==> config.mk <==
export PLATFORM = sky130hd
export DESIGN_NAME = bcd_countdown_timer
export DESIGN_NICKNAME = d
export VERILOG_FILES = /design/src/rtl/bcd_countdown_timer.sv
export SDC_FILE = /design/constraint.sdc
export NUM_CORES = 1
export LEC_CHECK = 0
export CAP_MARGIN = 20
export CORE_ASPECT_RATIO = 2
export CORE_MARGIN = 2
export CORE_UTILIZATION = 65
export CTS_BUF_LIST = sky130_fd_sc_hd__clkbuf_4
export DETAILED_ROUTE_END_ITERATION = 16
export HOLD_SLACK_MARGIN = 0.15
export PLACE_DENSITY = 0.88
export SYNTH_ARGS = -nofsm -noshare
export SYNTH_HDL_FRONTEND = slang
export SYNTH_SLANG_ARGS = --single-unit
==> constraint.sdc <==
create_clock -name clk -period 7.3 [get_ports clk]
set_input_delay 2.19 -clock clk [delete_from_list [all_inputs] [get_ports clk]]
set_output_delay 2.19 -clock clk [all_outputs]
set_load 0.02 [all_outputs]
==> src/rtl/bcd_countdown_timer.sv <==
// bcd_countdown_timer
// Packed-BCD round clock for the puzzle game. The count steps down by one
// every TICK_CYCLES clocks while running. Load, start, pause and a saturating
// time penalty control it. It flags a warning zone and a one-cycle expiry
// pulse, then holds in EXPIRED until the next load or reset.
module bcd_countdown_timer #(
  parameter int unsigned DIGITS      = 2,
  parameter int unsigned TICK_CYCLES = 100000000,
  parameter logic [31:0] PENALTY     = 32'h0000_0005,
  parameter logic [31:0] WARN_LEVEL  = 32'h0000_0010
) (
  input  logic                  clk,
  input  logic                  reset_n,
  input  logic                  load,
  input  logic [4*DIGITS-1:0]   load_value,
  input  logic                  start,
  input  logic                  pause,
  input  logic                  penalty,
  output logic [4*DIGITS-1:0]   count,
  output logic                  running,
  output logic                  tick,
  output logic                  warn,
  output logic                  expired,
  output logic                  done
);

  localparam int unsigned   W          = 4 * DIGITS;
  localparam int unsigned   PW         = (TICK_CYCLES > 1) ? $clog2(TICK_CYCLES) : 1;
  localparam logic [PW-1:0] PRESC_LAST = PW'(TICK_CYCLES - 1);
  localparam logic [PW-1:0] PRESC_ONE  = PW'(1);
  localparam logic [W-1:0]  PEN_C      = PENALTY[W-1:0];
  localparam logic [W-1:0]  WARN_C     = WARN_LEVEL[W-1:0];
  localparam logic [W-1:0]  ONE_C      = W'(1);
  localparam logic [W-1:0]  ZERO_C     = {W{1'b0}};

  typedef enum logic [1:0] {
    ST_IDLE    = 2'd0,
    ST_RUN     = 2'd1,
    ST_PAUSED  = 2'd2,
    ST_EXPIRED = 2'd3
  } state_t;

  // Digit-serial BCD subtraction a - b. A borrow out of the top digit means
  // the true result is negative, so the result saturates to zero.
  function automatic logic [W-1:0] bcd_sub_sat(input logic [W-1:0] a,
                                               input logic [W-1:0] b);
    logic [W-1:0] diff;
    logic [4:0]   t;
    logic         borrow;
    diff   = {W{1'b0}};
    borrow = 1'b0;
    for (int i = 0; i < int'(DIGITS); i++) begin
      t = {1'b0, a[4*i +: 4]} - {1'b0, b[4*i +: 4]} - {4'b0000, borrow};
      if (t[4]) begin
        diff[4*i +: 4] = t[3:0] + 4'd10;
        borrow         = 1'b1;
      end else begin
        diff[4*i +: 4] = t[3:0];
        borrow         = 1'b0;
      end
    end
    if (borrow) begin
      return {W{1'b0}};
    end else begin
      return diff;
    end
  endfunction

  // Force every nibble into the legal BCD range 0..9. Any value above 9
  // becomes 9, so a garbage load still gives a sane maximum time.
  function automatic logic [W-1:0] bcd_clamp(input logic [W-1:0] v);
    logic [W-1:0] r;
    r = {W{1'b0}};
    for (int i = 0; i < int'(DIGITS); i++) begin
      if (v[4*i +: 4] > 4'd9) begin
        r[4*i +: 4] = 4'd9;
      end else begin
        r[4*i +: 4] = v[4*i +: 4];
      end
    end
    return r;
  endfunction

  state_t          r_state;
  logic [W-1:0]    r_count;
  logic [PW-1:0]   r_presc;
  logic            r_tick;
  logic            r_expired;

  state_t          w_state_next;
  logic [W-1:0]    w_count_next;
  logic [PW-1:0]   w_presc_next;
  logic            w_tick_next;
  logic            w_expired_next;
  logic            w_active;
  logic [W-1:0]    w_dec;
  logic [W-1:0]    w_pen;
  logic [W-1:0]    w_pen_tick;

  // Candidate count values. A penalty that lands on a tick cycle also takes
  // the one-step decrement, so both the penalty and the tick are applied.
  assign w_active   = (r_state == ST_RUN) || (r_state == ST_PAUSED);
  assign w_dec      = bcd_sub_sat(r_count, ONE_C);
  assign w_pen      = bcd_sub_sat(r_count, PEN_C);
  assign w_pen_tick = bcd_sub_sat(w_pen, ONE_C);

  // Next-state and next-datapath decode: load beats everything, pause beats start
  always_comb begin
    w_state_next   = r_state;
    w_count_next   = r_count;
    w_presc_next   = r_presc;
    w_tick_next    = 1'b0;
    w_expired_next = 1'b0;
    if (load) begin
      w_state_next = ST_IDLE;
      w_count_next = bcd_clamp(load_value);
      w_presc_next = {PW{1'b0}};
    end else begin
      case (r_state)
        ST_IDLE: begin
          if (start && (r_count != ZERO_C)) begin
            w_state_next = ST_RUN;
          end else begin
            w_state_next = ST_IDLE;
          end
        end
        ST_RUN: begin
          if (pause) begin
            w_state_next = ST_PAUSED;
          end else if (r_presc == PRESC_LAST) begin
            w_presc_next = {PW{1'b0}};
            w_tick_next  = 1'b1;
          end else begin
            w_presc_next = r_presc + PRESC_ONE;
          end
        end
        ST_PAUSED: begin
          if (pause) begin
            w_state_next = ST_PAUSED;
          end else if (start) begin
            w_state_next = ST_RUN;
          end else begin
            w_state_next = ST_PAUSED;
          end
        end
        ST_EXPIRED: begin
          w_state_next = ST_EXPIRED;
        end
        default: begin
          w_state_next = ST_IDLE;
        end
      endcase

      if (w_active && penalty) begin
        if (w_tick_next) begin
          w_count_next = w_pen_tick;
        end else begin
          w_count_next = w_pen;
        end
      end else if (w_tick_next) begin
        w_count_next = w_dec;
      end else begin
        w_count_next = r_count;
      end

      // Reaching zero from an active state expires the round in the same
      // cycle the zero is registered.
      if (w_active && (w_count_next == ZERO_C)) begin
        w_state_next   = ST_EXPIRED;
        w_expired_next = 1'b1;
        w_presc_next   = {PW{1'b0}};
      end else begin
        w_expired_next = 1'b0;
      end
    end
  end

  // State register with synchronous active-low reset
  always_ff @(posedge clk) begin
    if (!reset_n) begin
      r_state <= ST_IDLE;
    end else begin
      r_state <= w_state_next;
    end
  end

  // Datapath registers: count, prescaler and the registered pulse outputs
  always_ff @(posedge clk) begin
    if (!reset_n) begin
      r_count   <= {W{1'b0}};
      r_presc   <= {PW{1'b0}};
      r_tick    <= 1'b0;
      r_expired <= 1'b0;
    end else begin
      r_count   <= w_count_next;
      r_presc   <= w_presc_next;
      r_tick    <= w_tick_next;
      r_expired <= w_expired_next;
    end
  end

  // Output decode from the registered state and count
  always_comb begin
    running = (r_state == ST_RUN);
    done    = (r_state == ST_EXPIRED);
    if (w_active && (r_count != ZERO_C) && (r_count <= WARN_C)) begin
      warn = 1'b1;
    end else begin
      warn = 1'b0;
    end
  end

  assign count   = r_count;
  assign tick    = r_tick;
  assign expired = r_expired;

endmodule

==> flow_summary.toml <==
[clocking]
numCtsBuffers = 5
root_buffer = "clkbuf_4"
cts_num_sinks = 39
clock_latency_ns = 0.37
clockBufferDepth = 2
cts.htree.levels = 2
cts_hold_buf = 0
ctsResizeCount = 0
clk_pin_slew_ns = 0.13
post_cts_buffers = 0
cts_tree = "done"

[final_layout]
nets = 434
multiInputGateArea_mm2 = 0.00210
drive_gt1_frac = 0.0965
antenna_cells = 0
fillers = 371
area_growth_pct = 10.1
seq_area_um2 = 781

[critical_path]
r2r-start = "count[0]"
crit_type = "flip-flop to flip-flop"
crit_path_end_kind = "flip-flop"
crit_fanout = 27
r2r_cells = 19
required_ns = 7.58
r2r-end = "r_presc[13]"
cp_data_arrival_time_ns = 5.94
cp-start-kind = "flip-flop"
r2r_slack_ns = 1.65

[grt]
grt_antenna_before_repair = 0
grt_pass1_wl_mm = 14.3
grt_max_degree = 28
grt_pass1_vias = 2957
grt_use_total = 0.362
grt-ovfl-total = 0

[timing]
finalSetupViolCount = 0
finalSetupTns_ns = 0
final_max_slew_viol_count = 0
slew_headroom = 0.414
finClkSkew_ns = 0.0148
worstMarginPinSlew_ns = 0.877
rsz0062_at_grt = "false"
period_minus_slack_ns = 5.65
fmax_mhz = 177
timing.final.hold_violations = 0
finalCritPeriodShare = 0.774

[power_and_ir_drop]
peakVddDrop_mv = 0.138
p_leak_nw = 1.15
power_density_mw_per_mm2 = 160
finalPower_mw = 0.536

[place]
place_hpwl_mm = 6.88
io_buffers = 26
gp_congestion = 1.03

[synthesis]
syn_area_per_cell_um2 = 7.98
synth_nets = 413
ys_seq_elements = 39
syn_inst = 382
async_flop_share = 0
synthTopCellsByCount = "dfxtp_1, nor2_1, nand2_1"
synth_cell_types = 64
ys_seq_area_frac = 0.256
synth-edff-count = 0
synthFlopType = "dfxtp_1"
synthTopCellsByArea = "dfxtp_1, ha_1, xnor2_1"
synth_top_cell_area_share = 0.256
synth_warnings = 0
yosysMostFrequentCell = "dfxtp_1"
netlist_area_mm2 = 0.00305
synth_top_area_cell = "dfxtp_1"

[floorplan]
start_util = 0.669
num_io_pins = 27
chipWidth_um = 52.4
die_h_um = 101
dieArea_mm2 = 0.00529
core_area_mm2 = 0.00455
floorplan.rows = 35

[routing]
post_drt_wl_per_cell_um = 19.3
firstDrtPassIters = 4
drc_errors = 0
routed_wl_mm = 8.88
drt_iter0_drc = 125
routed_via_density = 6.65
drtAntennaViolNets = 0
num_vias = 3052

[min_path]
hp-start = "r_presc[1]"
holdPathStages = 2
whs_endpoint = "r_presc[1]"
hp-class = "flip-flop to flip-flop"

[run_status]
status = "complete, no violations"

[job]
maxCapViolCount = 0
[cell type report]
| type | count | area share |
|---|---|---|
| multi-input cells | 309 | 0.627 |
| flip-flops and latches | 39 | 0.233 |
| repair buffers | 28 | 0.0820 |
| inverters | 20 | 0.0224 |
| well taps | 55 | 0.0205 |
| clock buffers | 5 | 0.0112 |
| clock inverters | 3 | 0.00447 |
[kinds of logic after synthesis]
logic type	count (synthesis)	share of synthesized area
buffers and inverters	34	0.0538
DFF	39	0.256
and+or+nand+nor	186	0.346
muxes	5	0.0168
AOI/OAI and AO/OA	74	0.180
xor gates and xnor gates	27	0.0776
adders and majority gates	17	0.0698
[cell usage in the layout (no fill, tap or decap), drive strengths merged, types with 2 or more instances in the layout]
cell,n
nand4,14
inv,20
nand3b,4
a31oi,7
a21boi,2
a211oi,4
a21oi,13
nor4,7
clkinv,2
xor2,13
nor3b,4
dfxtp,39
o22ai,2
nand4b,3
a311o,2
and2,6
clkbuf,5
or4b,2
nor2,44
o21ai,16
xnor2,14
mux2i,4
clkdlybuf4s50,26
ha,17
nand2,30
nor2b,5
o31ai,3
o211ai,4
nor3,25
o21a,8
or4,3
nand2b,8
nand3,18
buf,2
a22o,2
and3,8
[state kept, by name, indices dropped and copies added, names as in the netlist]
| name | count |
|---|---|
| tick | 1 |
| count | 8 |
| expired | 1 |
| r_presc | 27 |
| r_state | 2 |
[report_power, final]
group	internal (mW)	total [mW]	switching, mW
clock network	0.0354	0.113	0.0778
logic	0.0793	0.198	0.118
registers	0.217	0.226	0.00860
[worst max path at each step]
stage,start,endpoint,slack [ns]
3_3_place_gp,pause,r_presc[5],1.82
4_1_cts,count[0],r_presc[13],1.79
6_report,count[0],r_presc[13],1.65
3_5_place_dp,pause,r_presc[24],1.65
2_1_floorplan,count[0],r_presc[15],2.66
5_1_grt,count[0],r_presc[13],1.32
[worst max-delay path, cell delays in order, from the launching register on]
cell     delay, ns
dfxtp_1       0.50
inv_1         0.22
ha_1          0.33
nor2b_1       0.44
nor2_1        0.09
ha_1          0.24
ha_1          0.28
nor3b_1       0.24
or3_1         0.43
ha_1          0.32
o21a_1        0.17
ha_1          0.21
ha_1          0.25
o21a_1        0.20
a311o_1       0.34
a22oi_1       0.38
o22a_1        0.32
o31ai_4       0.09
buf_4         0.28
nor3_1        0.24
[through the flow]
step	setup WS, ns	std cells	hold WS [ns]	cell area (µm²)	util
after floorplan	2.66	382	0.467	3050	-
after global placement	1.82	451	0.485	3300	0.725
after CTS	1.79	459	0.513	3360	0.737
final	1.65	459	0.519	3360	0.737
after global routing	1.32	459	0.541	3360	0.737
after detailed placement	1.65	451	0.497	3300	0.725
[metal layers]
layer | GRT usage | up-vias | wire (µm)
met5 | 0 | - | 0
met4 | 0.243 | 0 | 614
met3 | 0.0623 | 49 | 265
met2 | 0.664 | 97 | 4940
met1 | 0.344 | 1474 | 3060
li1 | - | 1432 | -
(Power assumes the default switching activity.)
